==> config.mk <==
export PLATFORM = sky130hd
export DESIGN_NAME = mem_lsu_stage
export DESIGN_NICKNAME = d
export VERILOG_FILES = /design/src/rtl/mem_lsu_stage.sv
export SDC_FILE = /design/constraint.sdc
export NUM_CORES = 1
export LEC_CHECK = 0
export ABC_AREA = 1
export BUFFER_PORTS_ARGS = -buffer_cell sky130_fd_sc_hd__buf_2
export CAP_MARGIN = 10
export CORE_MARGIN = 2
export CORE_UTILIZATION = 57
export CTS_BUF_LIST = sky130_fd_sc_hd__clkbuf_8
export CTS_CLUSTER_SIZE = 16
export DETAILED_ROUTE_END_ITERATION = 7
export PLACE_DENSITY = 0.87
export RECOVER_POWER = 25
export SETUP_SLACK_MARGIN = 0.4
export SLEW_MARGIN = 20
export SYNTH_ARGS = -nofsm -noshare
export SYNTH_HDL_FRONTEND = slang
export SYNTH_SLANG_ARGS = --single-unit
==> constraint.sdc <==
create_clock -name clk -period 2.1 [get_ports clk]
set_input_delay 0.42 -clock clk [delete_from_list [all_inputs] [get_ports clk]]
set_output_delay 0.42 -clock clk [all_outputs]
set_load 0.1 [all_outputs]
==> src/rtl/mem_lsu_stage.sv <==
// Handshaked memory stage between execute and writeback: one op in flight, registered
// bus request with lane strobes, registered (sign/zero-extended) writeback result.
module mem_lsu_stage #(
    parameter int XLEN  = 64,
    parameter int NBYTE = XLEN / 8
) (
    input  logic               clk,
    input  logic               reset,
    input  logic               in_valid,
    output logic               in_ready,
    input  logic [XLEN-1:0]    in_pc,
    input  logic [XLEN-1:0]    in_alu,
    input  logic [XLEN-1:0]    in_rs2,
    input  logic [1:0]         in_memrw,
    input  logic [1:0]         in_size,
    input  logic               in_unsigned,
    input  logic [1:0]         in_wbsel,
    output logic               dreq_valid,
    output logic [XLEN-1:0]    dreq_addr,
    output logic [1:0]         dreq_size,
    output logic [NBYTE-1:0]   dreq_strobe,
    output logic [XLEN-1:0]    dreq_data,
    input  logic               dresp_data_ok,
    input  logic [XLEN-1:0]    dresp_data,
    output logic               out_valid,
    output logic [XLEN-1:0]    out_pc,
    output logic [XLEN-1:0]    out_result,
    output logic               out_misaligned
);
    localparam int OFF_W = $clog2(NBYTE);

    typedef enum logic {IDLE, BUSY} state_t;

    state_t             state_reg, state_next;
    logic [XLEN-1:0]    pc_reg, pc_next;
    logic               unsigned_reg, unsigned_next;
    logic [1:0]         wbsel_reg, wbsel_next;
    logic               dreq_valid_reg, dreq_valid_next;
    logic [XLEN-1:0]    dreq_addr_reg, dreq_addr_next;
    logic [1:0]         dreq_size_reg, dreq_size_next;
    logic [NBYTE-1:0]   dreq_strobe_reg, dreq_strobe_next;
    logic [XLEN-1:0]    dreq_data_reg, dreq_data_next;
    logic               out_valid_reg, out_valid_next;
    logic [XLEN-1:0]    out_pc_reg, out_pc_next;
    logic [XLEN-1:0]    out_result_reg, out_result_next;
    logic               out_misaligned_reg, out_misaligned_next;

    logic [OFF_W-1:0]   in_off;
    logic [OFF_W-1:0]   align_bad;
    logic [NBYTE-1:0]   lane_hit;
    logic               is_mem, is_store, size_fits, legal;

    assign in_off    = in_alu[OFF_W-1:0];
    assign is_mem    = in_memrw[1];
    assign is_store  = (in_memrw == 2'b11);
    assign size_fits = (32'(in_size) <= 32'(OFF_W));
    assign legal     = size_fits && (align_bad == '0);

    genvar gi;
    generate
        // An offset bit below the size's alignment boundary makes the access misaligned.
        for (gi = 0; gi < OFF_W; gi++) begin : g_align
            assign align_bad[gi] = in_off[gi] && (32'(gi) < 32'(in_size));
        end
        for (gi = 0; gi < NBYTE; gi++) begin : g_lane
            assign lane_hit[gi] = (32'(gi) >= 32'(in_off)) &&
                                  (32'(gi) < 32'(in_off) + (32'd1 << in_size));
        end
    endgenerate

    // Load extraction: mask covers 2^size bytes; a shift of XLEN yields zero, so the
    // full-width case naturally produces an all-ones mask and no extension bits.
    logic [XLEN-1:0] load_raw, load_mask, load_top, load_val;
    logic            load_sign;

    assign load_raw  = dresp_data >> {dreq_addr_reg[OFF_W-1:0], 3'b000};
    assign load_mask = (XLEN'(1) << (32'd8 << dreq_size_reg)) - XLEN'(1);
    assign load_top  = load_mask & ~(load_mask >> 1);
    assign load_sign = (|(load_raw & load_top)) && !unsigned_reg;
    assign load_val  = (load_raw & load_mask) | (load_sign ? ~load_mask : '0);

    function automatic logic [XLEN-1:0] wb_mux(input logic [1:0] sel,
                                               input logic [XLEN-1:0] mem_v,
                                               input logic [XLEN-1:0] alu_v,
                                               input logic [XLEN-1:0] pc_v);
        case (sel)
            2'b00:   return mem_v;
            2'b01:   return alu_v;
            2'b10:   return pc_v + XLEN'(4);
            default: return '0;
        endcase
    endfunction

    always_comb begin
        state_next          = state_reg;
        pc_next             = pc_reg;
        unsigned_next       = unsigned_reg;
        wbsel_next          = wbsel_reg;
        dreq_valid_next     = dreq_valid_reg;
        dreq_addr_next      = dreq_addr_reg;
        dreq_size_next      = dreq_size_reg;
        dreq_strobe_next    = dreq_strobe_reg;
        dreq_data_next      = dreq_data_reg;
        out_valid_next      = 1'b0;
        out_pc_next         = out_pc_reg;
        out_result_next     = out_result_reg;
        out_misaligned_next = out_misaligned_reg;
        case (state_reg)
            IDLE: begin
                if (in_valid) begin
                    if (is_mem && legal) begin
                        state_next       = BUSY;
                        pc_next          = in_pc;
                        unsigned_next    = in_unsigned;
                        wbsel_next       = in_wbsel;
                        dreq_valid_next  = 1'b1;
                        dreq_addr_next   = in_alu;
                        dreq_size_next   = in_size;
                        dreq_strobe_next = is_store ? lane_hit : '0;
                        dreq_data_next   = is_store ? (in_rs2 << {in_off, 3'b000}) : '0;
                    end else begin
                        out_valid_next      = 1'b1;
                        out_pc_next         = in_pc;
                        out_misaligned_next = is_mem;
                        out_result_next     = is_mem ? '0 : wb_mux(in_wbsel, '0, in_alu, in_pc);
                    end
                end
            end
            BUSY: begin
                if (dresp_data_ok) begin
                    state_next          = IDLE;
                    dreq_valid_next     = 1'b0;
                    out_valid_next      = 1'b1;
                    out_pc_next         = pc_reg;
                    out_misaligned_next = 1'b0;
                    // A non-zero strobe marks the op in flight as a store.
                    out_result_next     = wb_mux(wbsel_reg,
                                                 (|dreq_strobe_reg) ? '0 : load_val,
                                                 dreq_addr_reg, pc_reg);
                end
            end
            default: state_next = IDLE;
        endcase
    end

    always_ff @(posedge clk or negedge reset) begin
        if (!reset) begin
            state_reg          <= IDLE;
            pc_reg             <= '0;
            unsigned_reg       <= 1'b0;
            wbsel_reg          <= '0;
            dreq_valid_reg     <= 1'b0;
            dreq_addr_reg      <= '0;
            dreq_size_reg      <= '0;
            dreq_strobe_reg    <= '0;
            dreq_data_reg      <= '0;
            out_valid_reg      <= 1'b0;
            out_pc_reg         <= '0;
            out_result_reg     <= '0;
            out_misaligned_reg <= 1'b0;
        end else begin
            state_reg          <= state_next;
            pc_reg             <= pc_next;
            unsigned_reg       <= unsigned_next;
            wbsel_reg          <= wbsel_next;
            dreq_valid_reg     <= dreq_valid_next;
            dreq_addr_reg      <= dreq_addr_next;
            dreq_size_reg      <= dreq_size_next;
            dreq_strobe_reg    <= dreq_strobe_next;
            dreq_data_reg      <= dreq_data_next;
            out_valid_reg      <= out_valid_next;
            out_pc_reg         <= out_pc_next;
            out_result_reg     <= out_result_next;
            out_misaligned_reg <= out_misaligned_next;
        end
    end

    assign in_ready       = (state_reg == IDLE);
    assign dreq_valid     = dreq_valid_reg;
    assign dreq_addr      = dreq_addr_reg;
    assign dreq_size      = dreq_size_reg;
    assign dreq_strobe    = dreq_strobe_reg;
    assign dreq_data      = dreq_data_reg;
    assign out_valid      = out_valid_reg;
    assign out_pc         = out_pc_reg;
    assign out_result     = out_result_reg;
    assign out_misaligned = out_misaligned_reg;
endmodule

==> flow_metrics.env, run 1 <==
export IMPL_synthCells=3590
export IMPL_grt_max_degree=101
export IMPL_synth_seq_area_share=0.359
export IMPL_synth_ff_latch_count=337
export IMPL_first_error="[ERROR GRT-0232] Routing congestion too high. Check the congestion heatmap in the GUI."
export IMPL_outcome="stopped before the end"
export IMPL_grt_util_all_layers=0.811
export IMPL_cts_path_max_buffers=3
export IMPL_chipWidth_um=207
export IMPL_tritoncts_num_sinks=337
export IMPL_synth_yosys_warnings=0
export IMPL_hpwl_detailed_um=93400
export IMPL_residual_overflow_from_global_routing=53
export IMPL_floorplan_rows=74
export IMPL_die_h_um=207
export IMPL_clock_tree_htree_level_count=2
export IMPL_ioPinCount=537
export IMPL_globalroute_repair_timing_worst_endpoint="out_result[38]$_DFFE_PN0P_/D"
export IMPL_synthesis_area_mm2=0.0235
export IMPL_synth_flop_cell="dfrtp_1"
export IMPL_netlist_top_cells_area="dfrtp_1 (36%), nand2_1 (18%), o21ai_0 (6.9%)"
export IMPL_postSynthAreaPerCell_um2=6.55
export IMPL_gp_congestion=1.12
export IMPL_stop_stage="5_1_grt"
export IMPL_worst_endpoint_pin_kind="register input"
export IMPL_synth_area_leader_cell="dfrtp_1"
export IMPL_initial_core_util=0.577
export IMPL_synth_enable_flop_cells=0
export IMPL_numCtsBuffers=57
export IMPL_clock_root_buffer="clkbuf_8"
export IMPL_synthDominantCellAreaShare=0.359
export IMPL_synthArstFlopShare=1.00
export IMPL_yosys_cell_types_count=54
export IMPL_io_buffers=536
export IMPL_synthesis_nets=3867
-- per-stage QoR --
stage / instance area (um2) / hold WS [ns] / setup WS, ns / std cells
floorplan: 24100 / 0.124 / 0.00104 / 3590
global placement: 30800 / 0.348 / -0.355 / 4997
detailed placement: 30800 / 0.347 / -0.298 / 4997
CTS: 33900 / 0.00149 / -0.0408 / 5165
-- synthesized netlist by cell type (5+ instances only) --
cell      instances
nand2_1        1145
dfrtp_1         337
inv_1           331
nor2_1          331
o21ai_0         325
nand3_1         265
a21oi_1         144
clkbuf_1        113
a31oi_1          69
buf_2            65
nand4_1          63
nor3_1           53
o211ai_1         42
mux2i_1          34
o22ai_1          26
o21ai_1          22
a32o_1           21
a21oi_2          19
nor2_2           16
xor2_1           13
buf_4            12
inv_2            12
nand2_2          12
a22o_1           11
buf_1            11
nor3_2           11
a22oi_1          10
ha_1              9
buf_6             7
nor2_4            7
or2_2             7
nand3_2           6
nand2_4           5
-- logic make-up after synthesis --
family / count (synthesis) / share of synthesized area
and+or+nand+nor: 1930 / 0.346
AOI/OAI and AO/OA: 706 / 0.172
buffers and inverters: 556 / 0.0968
DFF: 337 / 0.359
muxes: 34 / 0.0145
xor gates and xnor gates: 17 / 0.00633
adders and majority gates: 10 / 0.00564
-- routing by layer --
metal / track usage / GRT overflow
met5: 0.397 / 0
met4: 0.765 / 23
met3: 0.700 / 2
met2: 0.939 / 26
met1: 0.829 / 2
-- what timing repair did --
item / CTS
cloned: 6
gates resized for setup: 368
pin swaps: 38
endpoints found under the setup margin: 343
hold buffers: 23
endpoints found under the hold margin: 58
setup buffers: 38
==> run 2: changes to the inputs <==
CORE_UTILIZATION = 40   (was 57)
CTS_BUF_LIST = default   (was sky130_fd_sc_hd__clkbuf_8)
CTS_CLUSTER_SIZE = default   (was 16)
PLACE_DENSITY = default   (was 0.87)
PLACE_DENSITY_LB_ADDON = 0.15   (was default)
SETUP_SLACK_MARGIN = default   (was 0.4)
==> run 2 against run 1 <==
  * The flow now finishes, with violations (setup timing)
  * Area after synthesis did not move
  * Synthesized cell count did not move
==> flow_metrics.env, run 2 <==
export IMPL_route_detailed_drc=0
export IMPL_synth_compound_gate_area_share=0.172
export IMPL_clock_root_buffer="clkbuf_16"
export IMPL_synth_top_family_by_area="simple AND/OR/NAND/NOR gates"
export IMPL_synth_mux_area_fraction=0.0145
export IMPL_via_count_of_the_first_global_routing_pass=28528
export IMPL_synth_seq_area_share=0.359
export IMPL_numCtsBuffers=43
export IMPL_critical_path_class="register to register"
export IMPL_timing_worst_slew_pin_value_ns=1.16
export IMPL_fill_cells=5680
export IMPL_ioPinCount=537
export IMPL_critical_path_top_delay_family="compound AO/OA/AOI/OAI gates"
export IMPL_total_leakage_power_nw=17.7
export IMPL_cts_path_max_buffers=3
export IMPL_fin_hold_ws_ns=0.0364
export IMPL_wl_per_cell_um=23.7
export IMPL_outcome="finished, violations left"
export IMPL_synth_ff_latch_count=337
export IMPL_synth_common_cells="nand2_1 (1,145), dfrtp_1 (337), inv_1 (331), nor2_1 (331), o21ai_0 (325)"
export IMPL_grt_max_degree=81
export IMPL_synth_most_common_cell="nand2_1"
export IMPL_synthesis_nets=3867
export IMPL_relSlewSlack=0.225
export IMPL_final_setup_skew_ns=0.0346
export IMPL_residual_overflow_from_global_routing=0
export IMPL_clock_tree_htree_level_count=2
export IMPL_period_minus_slack_ns=2.35
export IMPL_antenna_left=0
export IMPL_endpoint_kind="register"
export IMPL_pre_cts_slack_ns=-0.507
export IMPL_met2_length_um=57300
export IMPL_synthesis_area_mm2=0.0235
export IMPL_worst_endpoint_arrival_ns=2.88
export IMPL_grt_util_all_layers=0.418
export IMPL_chipWidth_um=246
export IMPL_adder_cell_share_of_the_synthesized_area=0.00564
export IMPL_gp_congestion=1.03
export IMPL_hold_viol=0
export IMPL_number_of_antenna_violations_at_the_first_check_in_global_routing=9
export IMPL_vdd_drop_max_uv=1230
export IMPL_failed_checks="setup timing"
export IMPL_clkLatencyLatePin_ns=0.61
export IMPL_routed_via_count=30528
export IMPL_netlist_top_cells_area="dfrtp_1 (36%), nand2_1 (18%), o21ai_0 (6.9%)"
export IMPL_wire_length_of_the_first_global_routing_pass_um=187000
export IMPL_clkTransAtPathRegs_ns=0.06
export IMPL_worst_setup_path_start_kind="register"
export IMPL_final_period_utilization=1.12
export IMPL_final_common_cell="nand2_1"
export IMPL_wl_met1_um=53000
export IMPL_grt_setup_unrepaired="yes"
export IMPL_synthArstFlopShare=1.00
export IMPL_synthToLayoutAreaGrowth_pct=48.7
export IMPL_io_buffers=536
export IMPL_synth_xor_area_share=0.00633
export IMPL_floorplan_rows=88
export IMPL_most_common_layout_cells="nand2_1 (1,107), buf_4 (660), buf_2 (531)"
export IMPL_finalSetupTns_ns=-5.73
export IMPL_hold_path_class="input port to register"
export IMPL_tritoncts_num_sinks=337
export IMPL_synthCells=3590
export IMPL_crit_path_required_time_ns=2.63
export IMPL_coreArea_mm2=0.0579
export IMPL_synth_area_leader_cell="dfrtp_1"
export IMPL_synth_flop_cell="dfrtp_1"
export IMPL_library_cell_contributing_the_largest_single_delay_on_the_critical_path="o211ai_1"
export IMPL_critical_path_cell_chain="buf_12 > buf_16 > buf_6 > nand2_2 > nand2_2 > o21ai_2 > o211ai_1 > nand3_1 > nand2_1 > nand2_1 > a21oi_1"
export IMPL_synth_yosys_warnings=0
export IMPL_synth_simple_area_share=0.346
export IMPL_vias_per_cell=5.55
export IMPL_fin_nets=4971
export IMPL_drt_iter0_markers=3699
export IMPL_drt_total_wl_um=130000
export IMPL_hpwl_detailed_um=104000
export IMPL_drv_max_cap_violation_count=0
export IMPL_postSynthAreaPerCell_um2=6.55
export IMPL_fraction_of_final_layout_cells_with_drive_strength_greater_than_1=0.347
export IMPL_timing_final_ws_setup_ns=-0.248
export IMPL_multi_input_comb_area_mm2=0.0137
export IMPL_initial_core_util=0.406
export IMPL_tritoncts_clock_tree="yes"
export IMPL_crit_buf_inv=3
export IMPL_worst_stage_delay_on_the_critical_path_ns=0.71
export IMPL_finalNonFillerCells=5497
export IMPL_synthDominantCellAreaShare=0.359
export IMPL_layout_area_seq_mm2=0.00847
export IMPL_yosys_cell_types_count=54
export IMPL_route_top_layer_used="met5"
export IMPL_drt_pass1_iterations=6
export IMPL_post_place_cells=5373
export IMPL_detailroute_wirelength_met3_um=13500
export IMPL_final_max_slew_violation_count=0
export IMPL_fp_dieArea_mm2=0.0607
export IMPL_path_max_fanout=6
export IMPL_cellPowerDensity_mw_per_mm2=1130
export IMPL_die_h_um=246
export IMPL_design_power_total_mw=39.4
export IMPL_synth_enable_flop_cells=0
export IMPL_maxClockFrequency_mhz=426
export IMPL_setup_violations_final=59
run 2: cell counts after synthesis:
No cell type changed its count.
run 2: repair_timing:
| item | in CTS | in global routing |
|---|---|---|
| setup buffers | 21 | 13 |
| cloned | 9 | 2 |
| endpoints found under the setup margin | 57 | 70 |
| hold endpoints to repair | 25 | 0 |
| hold buffers | 1 | 0 |
| pin swaps | 31 | 89 |
| gates resized for setup | 115 | 186 |
run 2: worst paths after layout:
check | cells past startpoint | slack (ns) | startpoint | endpoint
worst max-delay path | 11 | -0.25 | dreq_addr[0] | out_result[14]
worst min-delay path | 2 | 0.04 | dresp_data_ok | state_reg
worst max register to register | 11 | -0.25 | dreq_addr[0] | out_result[14]
worst min register to register | 2 | 0.48 | dreq_data[29] | dreq_data[29]
max in group asynchronous | 3 | 0.10 | reset | pc_reg[7]
min in group asynchronous | 2 | 0.59 | reset | dreq_addr[47]
run 2: cell type report:
| type | count | area share |
|---|---|---|
| clock inverters | 23 | 0.00845 |
| diodes | 4 | 0.000286 |
| repair buffers | 1266 | 0.255 |
| well taps | 765 | 0.0274 |
| inverters | 346 | 0.0379 |
| multi-input cells | 2698 | 0.393 |
| flip-flops and latches | 337 | 0.242 |
| clock buffers | 56 | 0.0350 |
| repair inverters | 2 | 0.000573 |
run 2: metal layers:
layer  global-route usage  vias to the layer above
li1                     -                    14025
met3               0.0814                      302
met4                0.179                        6
met2                0.646                     1750
met1                0.569                    14445
met5                    0                        -
run 2: stage by stage:
| stage | util | area (um2) |
|---|---|---|
| 6_report | 0.604 | 35000 |
| 5_1_grt | 0.604 | 35000 |
| 4_1_cts | 0.592 | 34300 |
| 3_5_place_dp | 0.553 | 32000 |
| 3_3_place_gp | 0.553 | 32000 |
| 2_1_floorplan | - | 23600 |
run 2: cells by family (layout without fill, tap and decap cells):
kind of cell | count (synthesis) | in the layout
adder cells (fa/ha/maj) | 10 | 10
multiplexers | 34 | 34
flip-flops | 337 | 337
XOR/XNOR | 17 | 17
other | 0 | 4
AO/OA/AOI/OAI | 706 | 706
buffers and inverters | 556 | 1693
AND/OR/NAND/NOR | 1930 | 1931
run 2: power by group:
part           switching [mW]  internal (mW)
Combinational            15.9           6.13
Sequential               1.55           7.87
Clock                    3.34           4.68
Note: power is estimated with default switching activity, not from simulation.
